==> config.mk <==
export PLATFORM = sky130hd
export DESIGN_NAME = instr_encoder
export DESIGN_NICKNAME = d
export VERILOG_FILES = /design/src/rtl/instr_encoder_pkg.sv /design/src/rtl/instr_encoder_fifo2.sv /design/src/rtl/instr_encoder.sv
export SDC_FILE = /design/constraint.sdc
export NUM_CORES = 1
export LEC_CHECK = 0
export CAP_MARGIN = 20
export CORE_MARGIN = 2
export CORE_UTILIZATION = 40
export CTS_BUF_LIST = sky130_fd_sc_hd__clkbuf_8 sky130_fd_sc_hd__clkbuf_16
export DETAILED_ROUTE_END_ITERATION = 10
export GPL_TIMING_DRIVEN = 0
export PLACE_DENSITY = 0.66
export SLEW_MARGIN = 20
export SYNTH_ARGS = -nofsm -noshare
export SYNTH_HDL_FRONTEND = slang
export SYNTH_HIERARCHICAL = 1
export SYNTH_SLANG_ARGS = --single-unit
==> constraint.sdc <==
create_clock -name clk -period 2.5 [get_ports clk]
set_clock_uncertainty 0.05 [all_clocks]
set_input_delay 0.375 -clock clk [delete_from_list [all_inputs] [get_ports clk]]
set_output_delay 0.375 -clock clk [all_outputs]
set_load 0.01 [all_outputs]
==> src/rtl/instr_encoder_pkg.sv <==
// Shared definitions for the MIPS instruction encoder: request ids, opcode/funct
// fields, instruction-memory address window and the FIFO payload layout.
package instr_encoder_pkg;

   localparam int unsigned INSTR_W = 32;
   localparam int unsigned ADDR_W  = 32;
   localparam int unsigned CNT_W   = 13;
   localparam int unsigned OP_W    = 4;
   localparam int unsigned REG_W   = 5;
   localparam int unsigned IMM_W   = 16;
   localparam int unsigned TGT_W   = 26;

   typedef enum logic [OP_W-1:0] {
      OP_NOP    = 4'd0,
      OP_ADDU   = 4'd1,
      OP_SUBU   = 4'd2,
      OP_JR     = 4'd3,
      OP_JALR   = 4'd4,
      OP_ROTR   = 4'd5,
      OP_CLZ    = 4'd6,
      OP_ORI    = 4'd7,
      OP_LW     = 4'd8,
      OP_SW     = 4'd9,
      OP_BEQ    = 4'd10,
      OP_BLEZ   = 4'd11,
      OP_BGEZAL = 4'd12,
      OP_LUI    = 4'd13,
      OP_J      = 4'd14,
      OP_JAL    = 4'd15
   } op_id_e;

   localparam logic [5:0] OPC_SPECIAL  = 6'b000000;
   localparam logic [5:0] OPC_SPECIAL2 = 6'b011100;
   localparam logic [5:0] OPC_REGIMM   = 6'b000001;
   localparam logic [5:0] OPC_ORI      = 6'b001101;
   localparam logic [5:0] OPC_LW       = 6'b100011;
   localparam logic [5:0] OPC_SW       = 6'b101011;
   localparam logic [5:0] OPC_BEQ      = 6'b000100;
   localparam logic [5:0] OPC_BLEZ     = 6'b000110;
   localparam logic [5:0] OPC_LUI      = 6'b001111;
   localparam logic [5:0] OPC_J        = 6'b000010;
   localparam logic [5:0] OPC_JAL      = 6'b000011;

   localparam logic [5:0] FN_ADDU = 6'b100001;
   localparam logic [5:0] FN_SUBU = 6'b100011;
   localparam logic [5:0] FN_JR   = 6'b001000;
   localparam logic [5:0] FN_JALR = 6'b001001;
   localparam logic [5:0] FN_ROTR = 6'b000010;
   localparam logic [5:0] FN_CLZ  = 6'b100000;

   localparam logic [REG_W-1:0] RT_BGEZAL = 5'b10001;
   localparam logic [REG_W-1:0] RS_ROTR   = 5'b00001;

   localparam logic [ADDR_W-1:0] IM_BASE = 32'h0000_3000;
   localparam logic [ADDR_W-1:0] IM_LAST = 32'h0000_6FFC;
   localparam logic [CNT_W-1:0]  CNT_MAX = 13'd4096;

   typedef struct packed {
      logic [ADDR_W-1:0]  addr;
      logic [INSTR_W-1:0] instr;
   } enc_word_t;

endpackage

==> src/rtl/instr_encoder_fifo2.sv <==
// Two-entry valid/ready FIFO for encoded words; head register drives the output
// directly so the output is always a registered value.
module enc_fifo2
   import instr_encoder_pkg::*;
(
   input  logic      clk,
   input  logic      reset_n,
   input  logic      flush_i,
   input  logic      in_valid_i,
   output logic      in_ready_o,
   input  enc_word_t in_data_i,
   output logic      out_valid_o,
   input  logic      out_ready_i,
   output enc_word_t out_data_o
);

   enc_word_t  head_q, head_d;
   enc_word_t  tail_q, tail_d;
   logic [1:0] occ_q, occ_d;
   logic       push_c, pop_c;

   assign in_ready_o  = (occ_q != 2'd2);
   assign out_valid_o = (occ_q != 2'd0);
   assign out_data_o  = head_q;
   assign push_c      = in_valid_i && in_ready_o;
   assign pop_c       = out_valid_o && out_ready_i;

   always_comb begin
      head_d = head_q;
      tail_d = tail_q;
      occ_d  = occ_q;
      if (flush_i) begin
         occ_d = 2'd0;
      end else begin
         unique case (occ_q)
            2'd0: if (push_c) begin
               head_d = in_data_i;
               occ_d  = 2'd1;
            end
            2'd1: begin
               // Push with pop at one entry replaces the head in place.
               if (push_c && pop_c) begin
                  head_d = in_data_i;
               end else if (push_c) begin
                  tail_d = in_data_i;
                  occ_d  = 2'd2;
               end else if (pop_c) begin
                  occ_d = 2'd0;
               end
            end
            2'd2: if (pop_c) begin
               head_d = tail_q;
               occ_d  = 2'd1;
            end
            default: occ_d = 2'd0;
         endcase
      end
   end

   always_ff @(posedge clk or negedge reset_n) begin
      if (!reset_n) begin
         head_q <= '0;
         tail_q <= '0;
         occ_q  <= 2'd0;
      end else begin
         head_q <= head_d;
         tail_q <= tail_d;
         occ_q  <= occ_d;
      end
   end

endmodule

==> src/rtl/instr_encoder.sv <==
// Encodes instruction requests into MIPS words, tags each with its IM address
// and buffers them in a two-entry FIFO.
module instr_encoder
   import instr_encoder_pkg::*;
(
   input  logic               clk,
   input  logic               reset_n,
   input  logic               flush,
   input  logic               in_valid,
   output logic               in_ready,
   input  logic [OP_W-1:0]    in_op,
   input  logic [REG_W-1:0]   in_rs,
   input  logic [REG_W-1:0]   in_rt,
   input  logic [REG_W-1:0]   in_rd,
   input  logic [REG_W-1:0]   in_shamt,
   input  logic [IMM_W-1:0]   in_imm,
   input  logic [TGT_W-1:0]   in_target,
   output logic               out_valid,
   input  logic               out_ready,
   output logic [INSTR_W-1:0] out_instr,
   output logic [ADDR_W-1:0]  out_addr,
   output logic               im_full,
   output logic [CNT_W-1:0]   count
);

   logic [ADDR_W-1:0]  addr_q, addr_d;
   logic [CNT_W-1:0]   cnt_q, cnt_d;
   logic               full_q, full_d;
   logic               rdy_q;
   logic [INSTR_W-1:0] instr_c;
   logic               fifo_in_ready;
   logic               accept_c;
   enc_word_t          fifo_in, fifo_out;

   // Unused fields are never taken from the inputs, so they encode as zero.
   always_comb begin
      instr_c = '0;
      unique case (op_id_e'(in_op))
         OP_NOP:    instr_c = '0;
         OP_ADDU:   instr_c = {OPC_SPECIAL, in_rs, in_rt, in_rd, 5'd0, FN_ADDU};
         OP_SUBU:   instr_c = {OPC_SPECIAL, in_rs, in_rt, in_rd, 5'd0, FN_SUBU};
         OP_JR:     instr_c = {OPC_SPECIAL, in_rs, 15'd0, FN_JR};
         OP_JALR:   instr_c = {OPC_SPECIAL, in_rs, 5'd0, in_rd, 5'd0, FN_JALR};
         OP_ROTR:   instr_c = {OPC_SPECIAL, RS_ROTR, in_rt, in_rd, in_shamt, FN_ROTR};
         OP_CLZ:    instr_c = {OPC_SPECIAL2, in_rs, 5'd0, in_rd, 5'd0, FN_CLZ};
         OP_ORI:    instr_c = {OPC_ORI, in_rs, in_rt, in_imm};
         OP_LW:     instr_c = {OPC_LW, in_rs, in_rt, in_imm};
         OP_SW:     instr_c = {OPC_SW, in_rs, in_rt, in_imm};
         OP_BEQ:    instr_c = {OPC_BEQ, in_rs, in_rt, in_imm};
         OP_BLEZ:   instr_c = {OPC_BLEZ, in_rs, 5'd0, in_imm};
         OP_BGEZAL: instr_c = {OPC_REGIMM, in_rs, RT_BGEZAL, in_imm};
         OP_LUI:    instr_c = {OPC_LUI, 5'd0, in_rt, in_imm};
         OP_J:      instr_c = {OPC_J, in_target};
         OP_JAL:    instr_c = {OPC_JAL, in_target};
         default:   instr_c = '0;
      endcase
   end

   assign in_ready = rdy_q && fifo_in_ready && !full_q;
   assign accept_c = in_valid && in_ready && !flush;
   assign fifo_in  = '{addr: addr_q, instr: instr_c};

   // Address stops at the last IM slot; im_full then blocks further accepts.
   always_comb begin
      addr_d = addr_q;
      cnt_d  = cnt_q;
      full_d = full_q;
      if (flush) begin
         addr_d = IM_BASE;
         cnt_d  = '0;
         full_d = 1'b0;
      end else if (accept_c) begin
         if (addr_q == IM_LAST) begin
            full_d = 1'b1;
         end else begin
            addr_d = addr_q + 32'd4;
         end
         if (cnt_q != CNT_MAX) begin
            cnt_d = cnt_q + 13'd1;
         end
      end
   end

   always_ff @(posedge clk or negedge reset_n) begin
      if (!reset_n) begin
         addr_q <= IM_BASE;
         cnt_q  <= '0;
         full_q <= 1'b0;
         rdy_q  <= 1'b0;
      end else begin
         addr_q <= addr_d;
         cnt_q  <= cnt_d;
         full_q <= full_d;
         rdy_q  <= 1'b1;
      end
   end

   enc_fifo2 u_fifo (
      .clk         (clk),
      .reset_n     (reset_n),
      .flush_i     (flush),
      .in_valid_i  (in_valid && rdy_q && !full_q && !flush),
      .in_ready_o  (fifo_in_ready),
      .in_data_i   (fifo_in),
      .out_valid_o (out_valid),
      .out_ready_i (out_ready),
      .out_data_o  (fifo_out)
   );

   assign out_instr = fifo_out.instr;
   assign out_addr  = fifo_out.addr;
   assign im_full   = full_q;
   assign count     = cnt_q;

endmodule

# Yosys cells after proc, flatten, opt, wreduce, memory -nomap -nowiden
# Index checks and enable logic that the tools add are counted.
[totals] ff_bits=177 wordCells=87 input_bits=71 out_inout_bits=80
[op_classes] bitwise_logic=2 addsub=2 eq_ne=28 n_reduce_logical=25 muxes=21
[op_table] op="one-hot mux 32 bit (16 select lines)" n=1
[op_table] op="2-to-1 mux 64 bit" n=3
[op_table] op="one-hot mux 64 bit (3 select lines)" n=1
[op_table] op="2-to-1 mux 32 bit" n=3
[op_table] op="2-to-1 mux 13 bit" n=3
[op_table] op="adder 32 x 3 -> 32 bit, second input constant" n=1
[op_table] op="equality test 32 x 15 -> 1 bit, second input constant" n=1
[op_table] op="equality test 4 bit, second input constant" n=8
[op_table] op="equality test 4 x 3 -> 1 bit, second input constant" n=4
[op_table] op="adder 13 x 1 -> 13 bit, second input constant" n=1
[op_table] op="!= test 13 bit, second input constant" n=1
[op_table] op="2-to-1 mux 2 bit" n=6
[op_table] op="logical AND 1 bit" n=10
[op_table] op="equality test 4 x 2 -> 1 bit, second input constant" n=2
[op_table] op="AND reduction 4 bit" n=2
[op_table] op="nonzero test 2 bit" n=4
[op_table] op="!= test 2 x 1 -> 1 bit, second input constant" n=3
[op_table] op="!= test 3 x 2 -> 1 bit, second input constant" n=2
[op_table] op="one-hot mux 2 bit (3 select lines)" n=1
[op_table] op="AND reduction 2 bit" n=3
[op_table] op="AND reduction 5 bit" n=1
[op_table] op="equality test 4 x 1 -> 1 bit, second input constant" n=1
[op_table] op="zero test 4 bit" n=1
[op_table] op="!= test 2 bit, second input constant" n=2
[op_table] op="other kinds (9)" n=13

# Longest topological paths before layout
# Gate-level depths: netlist (run 1).
[logic_depth] depth_word=8 mapped_depth=11 depth_no_buf=7

# Cells and area by module
# Netlist (run 1), hierarchy kept.
[by_module_without_submodules] module="enc_fifo2" seq_area_each_um2=3253.1 area_each_um2=5845.6 n_inst=1 cells_per_inst=358
[by_module_without_submodules] module="instr_encoder" seq_area_each_um2=1128.6 area_each_um2=3130.5 n_inst=1 cells_per_inst=378

# Worst setup path after synthesis (run 1)
# Ideal clock, no wire load.
[synth_path] kind="in2reg" from="input flush" to="register u_fifo.head_q, in the netlist u_fifo/out_data_o[30]" stages=7 required_ns=2.325 setup_time_ns=0.125 path_slack_ns=0.184 arrival_time_ns=2.141 n_path_buf=2 path_cell_list="clkbuf_1 -> nor4bb_1 -> nor2b_2 -> nand2_1 -> a21oi_4 -> clkbuf_8 -> mux2_2"
[synth_via] elab_chain_cells=6 elab_cells_between_ends=8 classes_between="eq/ne (2); bitwise (1); reduce/logical (5)"
[synth_rtl] element="start, declared" line="instr_encoder.sv:8" text="input logic flush,"
[synth_rtl] element="zero test 1 bit" line="instr_encoder.sv:102" text=".in_valid_i (in_valid && rdy_q && !full_q && !flush),"
[synth_rtl] element="logical AND 1 bit" line="instr_encoder.sv:102"
[synth_rtl] element="logical AND 1 bit" line="instr_encoder_fifo2.sv:25" text="assign push_c = in_valid_i && in_ready_o;"
[synth_rtl] element="logical AND 1 bit" line="instr_encoder_fifo2.sv:42" text="if (push_c && pop_c) begin"
[synth_rtl] element="!= test 2 x 1 -> 1 bit (no source line)"
[synth_rtl] element="AND reduction 5 bit (no source line) (*)"
[synth_rtl] element="end signal, assigned" line="instr_encoder_fifo2.sv:62" text="head_q <= '0;"
[synth_rtl] element="end signal, assigned" line="instr_encoder_fifo2.sv:66" text="head_q <= head_d;"
[synth_rtl] element="end, declared" line="instr_encoder_fifo2.sv:17" text="enc_word_t head_q, head_d;"
# Every way passes the cells marked *; elsewhere a longest branch is shown, timed or not.
# A chain may end at the register's enable or synchronous reset.

# Worst setup path after layout (run 1)
[layout_path] from="register u_fifo.occ_q[1]" to="register addr_q[30]"
[layout_via] elab_chain_cells=7
[layout_rtl] element="start, declared" line="instr_encoder_fifo2.sv:19" text="logic [1:0] occ_q, occ_d;"
[layout_rtl] element="start signal, assigned" line="instr_encoder_fifo2.sv:64" text="occ_q <= 2'd0;"
[layout_rtl] element="start signal, assigned" line="instr_encoder_fifo2.sv:68" text="occ_q <= occ_d;"
[layout_rtl] element="!= test 2 bit" line="instr_encoder_fifo2.sv:22" text="assign in_ready_o = (occ_q != 2'd2);"
[layout_rtl] element="net fifo_in_ready" line="instr_encoder.sv:31" text="logic fifo_in_ready;"
[layout_rtl] element="logical AND 1 bit (2 in a row)" line="instr_encoder.sv:59" text="assign in_ready = rdy_q && fifo_in_ready && !full_q;"
[layout_rtl] element="logical AND 1 bit (2 in a row)" line="instr_encoder.sv:60" text="assign accept_c = in_valid && in_ready && !flush;"
[layout_rtl] element="nonzero test 2 bit (no source line)"
[layout_rtl] element="AND reduction 2 bit (no source line)"
[layout_rtl] element="end signal, assigned" line="instr_encoder.sv:91" text="addr_q <= addr_d;"
[layout_rtl] element="end, declared" line="instr_encoder.sv:26" text="logic [ADDR_W-1:0] addr_q, addr_d;"
# The timed path passes the listed nets, and every way through them passes these cells.

==> metrics.txt, run 1 <==
number of global-route vias before repair=6609; Die Ht=154 um; CTS tree=built; pre-CTS setup slack=-1040 ps; clk slew on worst S/H paths=60 ps; Final min period=2410 ps; Initial Utilization=40.9%; area grow syn2layout=30.2%; Worst R2R Setup Slack=90 ps; Hold Path Depth=2; Slew @ Worst Pin=598 ps; static leakage=0.00517 uW; worst hold path class=in2reg; arrival time at the worst endpoint=2650 ps; Rows=54; GRT overflow=0; # diodes=0; clock root cell=clkbuf_16; largest net degree at the start of global routing=between 60 and 70; Worst setup SP type=register; top cells by count, synth=173 x dfrtp_1, 149 x mux2_2, 52 x nor2_1; slack of the critical path=87.2 ps; crit-path cells=nor2b_4 > buf_12 > buf_8 > inv_1 > and4b_2 > nand4_1 > buf_2 > nor4_4 > xnor2_1 > nor2_1; DRT antenna net count=0; setup_tns=0 ps; # DRC=0; worst rel slew slack=60.1%; I/O Buffers=~150; MaxCap Viol Count=0; DR WL/cell=17.9 um; post-synthesis sequential area ratio=48.8%; H-tree depth=4; status=finished clean; Power Density=583 mW/mm^2; overall die width=154 um; Die Area=0.0237 sq mm; Hold Startpoint=flush; proportion of layout cells with a drive suffix above 1=between 20% and 30%; Hold Violations, Final=0; Synth top area share=48.2%; Starting DRT DRC Count=302; dpl hpwl=15.3 mm; DP Area=between 0.01 and 0.015 sq mm; first-pass GRT wire length=35.4 mm; cells after synthesis=736; ranking of synthesized cells by area=dfrtp_1 48%, mux2_2 19%, mux2_4 5.9%; unrepaired setup endpoints after global routing=yes; clock latency on the worst-skew pair=420 ps; clk buf depth=2; WL final=~22 mm; CP endpoint kind=register; CP Class=reg2reg; mean number of vias per cell=5.41; Distinct cells, synth=67; Sink Count=175; initial antenna violation count=0; drt pass-1 iters=5; core area=approximately 0.022 sq mm; Hold Path Sink=u_fifo/occ_q[0]$_DFFE_PN0P_; R2R cell count=10; Hold WS=approximately 270 ps; reg2reg end=addr_q[30]$_DFFE_PN0P_; synth warn=6; ys flop type=dfrtp_1; final slew viol count=0; Max Fclk=414 MHz; Net count, final=992; Final Setup Violations=0; count leader, synth=dfrtp_1; CP Max Fanout=10; GR Util All Layers=a little under a fifth; Post-Syn Area=around 0.009 sq mm; CTS buffer count=17; Final Cell Area=about 0.012 sq mm; Avg Inst Size Synth=12.2 sq um; Crit Reg-Reg Startpoint=u_fifo/occ_q[1]$_DFFE_PN0P_; detailed-route via count=around 6500; Post-synth EDFFs=0; RD Place Congestion=0.867; flops & latches, synth=175; asr flop ratio synth=100%; I/O pins=151; max incr delay on CP=roughly 400 ps; period utilization=a little over nine tenths; biggest area consumer among synthesized cells=dfrtp_1; critical path data required time=2740 ps; Peak supply drop=0.000458 V; slowest CP cell=dfrtp_1
-- cell usage in the layout, fill, tap and decap left out, types with 6 or more instances in the layout --
| cell | count |
|---|---|
| dfrtp_1 | 172 |
| o21ai_0 | 16 |
| buf_2 | 9 |
| nor3_1 | 6 |
| nand3_1 | 13 |
| inv_1 | 22 |
| or3_1 | 11 |
| a222oi_1 | 10 |
| a211oi_1 | 7 |
| clkbuf_1 | 8 |
| nand2_1 | 20 |
| clkdlybuf4s50_1 | 145 |
| buf_4 | 11 |
| clkbuf_16 | 17 |
| or4_1 | 7 |
| and3_1 | 6 |
| nor2_1 | 52 |
| o31ai_1 | 8 |
| nor4_1 | 8 |
| xnor2_1 | 8 |
| buf_6 | 8 |
| mux2_1 | 10 |
| mux2_4 | 35 |
| clkbuf_8 | 7 |
| mux2_2 | 149 |
| a22o_1 | 7 |
| a21oi_1 | 30 |
| nand4_1 | 15 |
| xor2_1 | 17 |
-- worst max-delay path: cells and delay by family, from the launching register on --
kind / cells / cell delay [ps]
buffers and inverters: 4 / 660
and+or+nand+nor: 5 / 1000
DFF: 1 / 400
xor gates and xnor gates: 1 / 160
-- per-layer routing --
layer	part of all wire (%)	GRT usage, %	vias up	routed length (um)
met5	0	0	-	0
met4	2.0	6.36	0	425
met3	3.4	3.38	29	745
met2	45	29.3	150	9830
met1	49	26.7	3295	10600
li1	-	-	3073	-
-- through the flow --
step / power [uW] / std cells / utilization [%]
2_1_floorplan: 3630 / 739 / -
3_3_place_gp: 4220 / 1168 / 49.3
3_5_place_dp: 4240 / 1170 / 49.6
4_1_cts: 6890 / 1207 / 52.9
5_1_grt: 7130 / 1210 / 53.2
6_report: 6810 / 1210 / 53.2
-- how the worst max path moves through the flow --
stage | startpoint | endpoint | slack, ps | depth (start not counted)
finish | u_fifo/occ_q[1]$_DFFE_PN0P_ | addr_q[30]$_DFFE_PN0P_ | 90 | 10
detailed placement | flush | u_fifo/out_data_o[5]$_DFFE_PN0P_ | -1040 | 8
CTS | flush | u_fifo/tail_q[34]$_DFFE_PN0P_ | 4 | 8
global placement | reset_n | u_fifo/out_data_o[51]$_DFFE_PN0P_ | -6430 | 1
global route | u_fifo/occ_q[1]$_DFFE_PN0P_ | addr_q[30]$_DFFE_PN0P_ | -60 | 10
floorplan | flush | u_fifo/out_data_o[30]$_DFFE_PN0P_ | 180 | 7
-- cells by family (layout without fill, tap and decap cells) --
| group | Yosys count | count (layout) | synth area share [%] |
|---|---|---|---|
| AOI/OAI and AO/OA | 101 | 101 | 7.75 |
| xor gates and xnor gates | 25 | 25 | 2.44 |
| adders and majority gates | 3 | 3 | 0.418 |
| buffers and inverters | 61 | 252 | 3.94 |
| DFF | 175 | 175 | 48.8 |
| muxes | 196 | 196 | 26.0 |
| other | 2 | 5 | 0.0837 |
| and+or+nand+nor | 173 | 173 | 10.5 |
-- sequential cells by signal, indices dropped and copies added, names as in the netlist --
| name | flops |
|---|---|
| rdy_q | 1 |
| count | 13 |
| addr_q | 30 |
| im_full | 1 |
| u_fifo/occ_q | 2 |
| u_fifo/out_data_o | 64 |
| u_fifo/tail_q | 64 |
-- report_power, final --
| part | switching [uW] | leakage [uW] | internal (uW) |
|---|---|---|---|
| sequential | 105 | 0.00237 | 3020 |
| clock | 1100 | 0.000285 | 1510 |
| combinational | 451 | 0.00252 | 626 |
-- what timing repair did --
| action | CTS | global route |
|---|---|---|
| setup buffers | 6 | 3 |
| resized for setup | 24 | 17 |
| pin swaps | 2 | 3 |
| hold buffers | 1 | 0 |
| hold endpoints to repair | 52 | 0 |
| endpoints found under the setup margin | 163 | 146 |
-- layout make-up --
cell class | instances | area (sq um)
Buffer | 41 | 319
Clock buffer | 19 | 453
Sequential cell | 175 | 4380
Inverter | 19 | 71.3
Clock inverter | 12 | 121
Timing Repair Buffer | 161 | 1650
Multi-Input combinational cell | 503 | 4340
Tap cell | 280 | 350
Fill cell | 1878 | 10300
Power figures use the tool's default switching activity.
==> run 2, diff against run 1 <==
--- a/config.mk
+++ b/config.mk
@@ -12,6 +12,7 @@
 export DETAILED_ROUTE_END_ITERATION = 10
 export GPL_TIMING_DRIVEN = 0
 export PLACE_DENSITY = 0.66
+export RECOVER_POWER = 50
 export SLEW_MARGIN = 20
 export SYNTH_ARGS = -nofsm -noshare
 export SYNTH_HDL_FRONTEND = slang
==> run 2 against run 1 <==
Effect of this change: final cell count is the same; core utilization down 0.23 points; clock power barely moved; global-route usage stayed put; sequential share of layout area rose by 0.16 points; critical path depth unchanged.
==> metrics.txt, run 2 (synthesis results as in run 1) <==
clk buf depth=2 (unchanged); # DRC=0 (unchanged); Die Ht=154 um (unchanged); internal power=5120 uW (-0.71%); Final min period=2410 ps (-5.26 ps); slack of the critical path=92.5 ps (+5.26 ps); I/O Buffers=149 (unchanged); # diodes=0 (unchanged); Worst setup SP type=register; worst hold path class=in2reg; Final Non-Filler Cells=1210 (unchanged); area grow syn2layout=29.6%; Rows=54 (unchanged); detailed-route via count=6542 (-0.076%); H-tree depth=4 (unchanged); uppermost layer routed=met4; Net Switching=1650 uW (-0.28%); met2 wire len=9.92 mm (+0.92%); Power, Total=6770 uW (-0.60%); drt pass-1 iters=6 (+1); CTS tree=built; Peak supply drop=0.000455 V (-0.57%); overall die width=154 um (unchanged); Power Density=582 mW/mm^2 (-0.17%); Initial Utilization=40.9% (unchanged); Starting DRT DRC Count=305 (+0.99%); dpl hpwl=15.3 mm (unchanged); WL final=21.6 mm (-0.16%); mean number of vias per cell=5.41 (about the same); Switching Share=24.4% (+0.079 points); Cells after DPL=1170 (unchanged); number of global-route vias before repair=6609 (unchanged); Clock power frac=38.5% (+0.2 points); I/O pins=151 (unchanged); GRT overflow=0 (unchanged); Net count, final=992 (unchanged); core area=0.0220 sq mm (unchanged); Seq pwr share=46.1% (+0.2 points); WL met1=10.6 mm (-0.50%); GR Util All Layers=18.9% (unchanged); Worst R2R Setup Slack=90 ps (about the same); clock root cell=clkbuf_16; proportion of layout cells with a drive suffix above 1=29.5% (-0.11 points); CP Max Fanout=10 (unchanged); period utilization=96.3% (-0.21 points); status=finished clean; Die Area=0.0237 sq mm (unchanged); largest net degree at the start of global routing=64 (unchanged); Final Setup Violations=0 (unchanged); static leakage=0.00524 uW (+1.4%); initial antenna violation count=0 (unchanged); CP endpoint kind=register; worst rel slew slack=5.10% (-55 points); pre-CTS setup slack=-1040 ps (unchanged); final slew viol count=0 (unchanged); DRT antenna net count=0 (unchanged); clock latency on the worst-skew pair=420 ps (about the same); commonest non-fill, non-tap cells in the layout=172 x dfrtp_1, 149 x mux2_2, 108 x clkdlybuf4s50_1, 52 x nor2_1, 38 x dlygate4sd3_1; most common cell after layout, fill and taps aside=dfrtp_1; met3 WL post-DR=709 um (-4.8%); unrepaired setup endpoints after global routing=yes; RD Place Congestion=0.867 (unchanged); Max Fclk=415 MHz (+0.22%); Sink Count=175 (unchanged); clk slew on worst S/H paths=60 ps (about the same); arrival time at the worst endpoint=2640 ps (about the same); Hold Violations, Final=0 (unchanged); Comb pwr share=15.3% (-0.5 points); DR WL/cell=17.8 um (-0.16%); critical path data required time=2740 ps (about the same); first-pass GRT wire length=35.4 mm (unchanged); CTS buffer count=17 (unchanged); CP Class=reg2reg; MaxCap Viol Count=0 (unchanged); Slew @ Worst Pin=1420 ps (+825 ps)
==> run 2: cell types whose count changed in the layout (fill, tap and decap cells not counted), sizes merged <==
cell | previous run | this run
clkdlybuf4s50 | 145 | 108
dlygate4sd3 | 1 | 38
buf | 36 | 35
clkbuf | 36 | 37
==> run 2: worst paths after layout <==
path | from | end | cells after the start
max in group asynchronous | reset_n | u_fifo/out_data_o[59]$_DFFE_PN0P_ | 3
hold / removal | flush | u_fifo/occ_q[0]$_DFFE_PN0P_ | 2
hold reg to reg | u_fifo/out_data_o[1]$_DFFE_PN0P_ | u_fifo/out_data_o[1]$_DFFE_PN0P_ | 1
setup reg to reg | u_fifo/occ_q[1]$_DFFE_PN0P_ | addr_q[30]$_DFFE_PN0P_ | 10
setup / recovery | u_fifo/occ_q[1]$_DFFE_PN0P_ | addr_q[30]$_DFFE_PN0P_ | 10
min in group asynchronous | reset_n | u_fifo/out_data_o[22]$_DFFE_PN0P_ | 2
==> run 2: routing by layer <==
layer | vias to the layer above | GRT usage [%]
met1 | 3298 | 26.7
met5 | - | 0
met3 | 24 | 3.38
li1 | 3085 | -
met2 | 135 | 29.3
met4 | 0 | 6.36
==> run 2: timing repair <==
item                                    CTS  global route
hold buffers                              1             0
endpoints found under the setup margin  163           146
buffers inserted                          6             3
resized for setup                        24            17
pin swaps                                 2             3
endpoints found under the hold margin    52             0
==> run 2: area by class of cell <==
| type | instances | area (sq um) |
|---|---|---|
| clock buffers | 19 | 453 |
| inverters | 19 | 71.3 |
| fillers | 1886 | 10300 |
| well taps | 280 | 350 |
| flip-flops and latches | 175 | 4380 |
| plain buffers | 41 | 319 |
| multi-input cells | 503 | 4330 |
| clock inverters | 12 | 121 |
| repair buffers | 161 | 1600 |
==> run 2: stage by stage <==
step	utilization [%]	cell area, sq um	hold slack [ps]	setup TNS [ps]
2_1_floorplan	-	8990	29.4	0
3_3_place_gp	49.3	10800	419	-1234010
3_5_place_dp	49.6	10900	282	-123220
4_1_cts	52.9	11600	414	0
5_1_grt	53.0	11600	265	-183
6_report	53.0	11600	268	0
==> run 2: power groups by stage <==
stage               clock [uW]  sequential [uW]  combinational, uW
detailed placement           0             3180               1070
floorplan                    0             3230                402
global route              2820             3150               1120
global placement             0             3170               1050
finish                    2610             3120               1040
CTS                       2670             3130               1090
==> run 2: critical path, stage by stage (launching register included) <==
cell     delay (ps)
dfrtp_1         400
nor2b_4         150
buf_12          150
buf_8           150
inv_1           110
and4b_2         320
nand4_1         170
buf_2           250
nor4_4          310
xnor2_1         160
nor2_1           50
==> run 3, diff against run 2 <==
--- a/config.mk
+++ b/config.mk
@@ -18,3 +18,4 @@
 export SYNTH_HDL_FRONTEND = slang
 export SYNTH_HIERARCHICAL = 1
 export SYNTH_SLANG_ARGS = --single-unit
+export TNS_END_PERCENT = 10
==> run 3 against run 2 <==
Effect of this change: clock-buffer cell count unchanged; die area unchanged; non-clock buffer count decreased by 3; largest cell class unchanged; largest power group unchanged.
==> metrics.txt, run 3 (synthesis results as in run 1) <==
status=finished clean; uppermost layer routed=met4; commonest non-fill, non-tap cells in the layout=172 x dfrtp_1, 149 x mux2_2, 109 x clkdlybuf4s50_1, 52 x nor2_1, 37 x dlygate4sd3_1; Rows=54 (unchanged); Power Density=582 mW/mm^2 (about the same); Crit Reg-Reg Startpoint=u_fifo/occ_q[1]$_DFFE_PN0P_; drt pass-1 iters=5 (-1); initial antenna violation count=0 (unchanged); Max Fclk=411 MHz (-0.98%); static leakage=0.00522 uW (-0.35%); Hold Violations, Final=0 (unchanged); proportion of layout cells with a drive suffix above 1=29.4% (about the same); I/O pins=151 (unchanged); reg2reg end=addr_q[31]$_DFFE_PN0P_; clock root cell=clkbuf_16; DRT antenna net count=0 (unchanged); arrival time at the worst endpoint=2690 ps (+50 ps); overall die width=154 um (unchanged); worst rel slew slack=5.27% (+0.17 points); Final Setup Violations=0 (unchanged); GRT overflow=0 (unchanged); Worst setup SP type=primary input; largest net degree at the start of global routing=64 (unchanged); setup_tns=0 ps (unchanged); detailed-route via count=6545 (+0.046%); Die Area=0.0237 sq mm (unchanged); CP endpoint kind=register; critical path data required time=2750 ps (about the same); R2R cell count=9 (-1); H-tree depth=4 (unchanged); Initial Utilization=40.9% (unchanged); Worst R2R Setup Slack=120 ps (+30 ps); clk buf depth=2 (unchanged); core area=0.0220 sq mm (unchanged); most frequent CP cell=mux2_2; max incr delay on CP=500 ps (+100 ps); most common cell after layout, fill and taps aside=dfrtp_1; clk slew on worst S/H paths=70 ps (about the same); slowest CP cell=clkdlybuf4s50_1; I/O Buffers=149 (unchanged); MaxCap Viol Count=0 (unchanged); final slew viol count=0 (unchanged); met2 wire len=9.99 mm (+0.70%); RD Place Congestion=0.867 (unchanged); Peak supply drop=0.000457 V (+0.27%); Sink Count=175 (unchanged); Hold Path Sink=u_fifo/occ_q[0]$_DFFE_PN0P_; # DRC=0 (unchanged); clock latency on the worst-skew pair=420 ps (about the same); CP Class=in2reg; Cells after DPL=1170 (unchanged); # diodes=0 (unchanged); WL final=21.5 mm (-0.44%); met3 WL post-DR=724 um (+2.1%); Net count, final=989 (-0.30%); mean number of vias per cell=5.42 (+0.29%); Hold Path Depth=2 (unchanged); area grow syn2layout=29.4%; crit-path cells=clkdlybuf4s50_1 > nand2_2 > mux2_2 > clkbuf_2 > a222oi_1 > inv_1 > mux2_2 > mux2_1; CTS buffer count=17 (unchanged); GR Util All Layers=18.8% (about the same); CTS tree=built; period utilization=97.3% (+0.95 points); Slew @ Worst Pin=1420 ps (-2.56 ps); CP Max Fanout=10 (unchanged); first-pass GRT wire length=35.4 mm (about the same); dpl hpwl=15.3 mm (unchanged); Starting DRT DRC Count=366 (+20%); WL met1=10.4 mm (-1.1%); number of global-route vias before repair=6630 (+0.32%); DR WL/cell=17.8 um (-0.19%); Final min period=2430 ps (+23.8 ps); worst hold path class=in2reg; Die Ht=154 um (unchanged); Hold Startpoint=flush; Final Non-Filler Cells=1207 (-0.25%)
[run 3: cell count changes in the layout (fill, tap and decap cells not counted)]
cell             before  now
inv_1                22   21
buf_4                11    8
nor2b_4               1    2
dlygate4sd3_1        38   37
nor2b_1               3    2
clkdlybuf4s50_1     108  109
inv_2                 0    1
[run 3: stage by stage]
step                      cell area, sq um  setup slack (ps)  utilization, %  total power [uW]  hold slack [ps]
after floorplan                       8990               184               -              3630             29.4
after global placement               10800             -6430            49.3              4220              419
after detailed placement             10900             -1040            49.6              4240              282
after CTS                            11600             -16.2            52.8              6880              414
after global routing                 11600             -2.73            52.9              7090              265
final                                11600              68.6            52.9              6760              269
[run 3: worst max-delay path by stage]
stage | slack (ps) | start | cells past startpoint | endpoint
2_1_floorplan | 180 | flush | 7 | u_fifo/out_data_o[30]$_DFFE_PN0P_
6_report | 70 | in_op[1] | 8 | u_fifo/out_data_o[14]$_DFFE_PN0P_
3_5_place_dp | -1040 | flush | 8 | u_fifo/out_data_o[5]$_DFFE_PN0P_
4_1_cts | -20 | in_op[2] | 8 | u_fifo/out_data_o[14]$_DFFE_PN0P_
3_3_place_gp | -6430 | reset_n | 1 | u_fifo/out_data_o[51]$_DFFE_PN0P_
5_1_grt | -3 | u_fifo/occ_q[1]$_DFFE_PN0P_ | 10 | addr_q[30]$_DFFE_PN0P_
[run 3: what timing repair did]
action	4_1_cts	5_1_grt
pin swaps	1	3
setup buffers	4	2
hold buffers	1	0
gates resized for setup	21	24
endpoints found under the setup margin	163	153
endpoints found under the hold margin	52	0
[run 3: final cells by class]
type	instances	area, sq um
clock buffers	19	453
clock inverters	12	121
inverters	19	71.3
multi-input cells	503	4340
well taps	280	350
repair buffers	158	1580
plain buffers	41	319
fillers	1884	10300
flip-flops and latches	175	4380
[run 3: report_power, final]
part | total, uW | internal (uW) | switching (uW)
combinational | 1040 | 590 | 448
sequential | 3120 | 3020 | 102
clock | 2600 | 1510 | 1090
[run 3: critical path: cells and delay by family]
kind | cells | cell delay [ps]
AND/OR/NAND/NOR | 1 | 130
buffers and inverters | 3 | 820
multiplexers | 3 | 960
AO/OA/AOI/OAI | 1 | 400
[run 3: routing by layer]
layer,vias to the layer above,GRT usage (%)
li1,3088,-
met1,3298,26.6
met4,0,5.96
met3,20,3.49
met5,-,0
met2,139,29.5
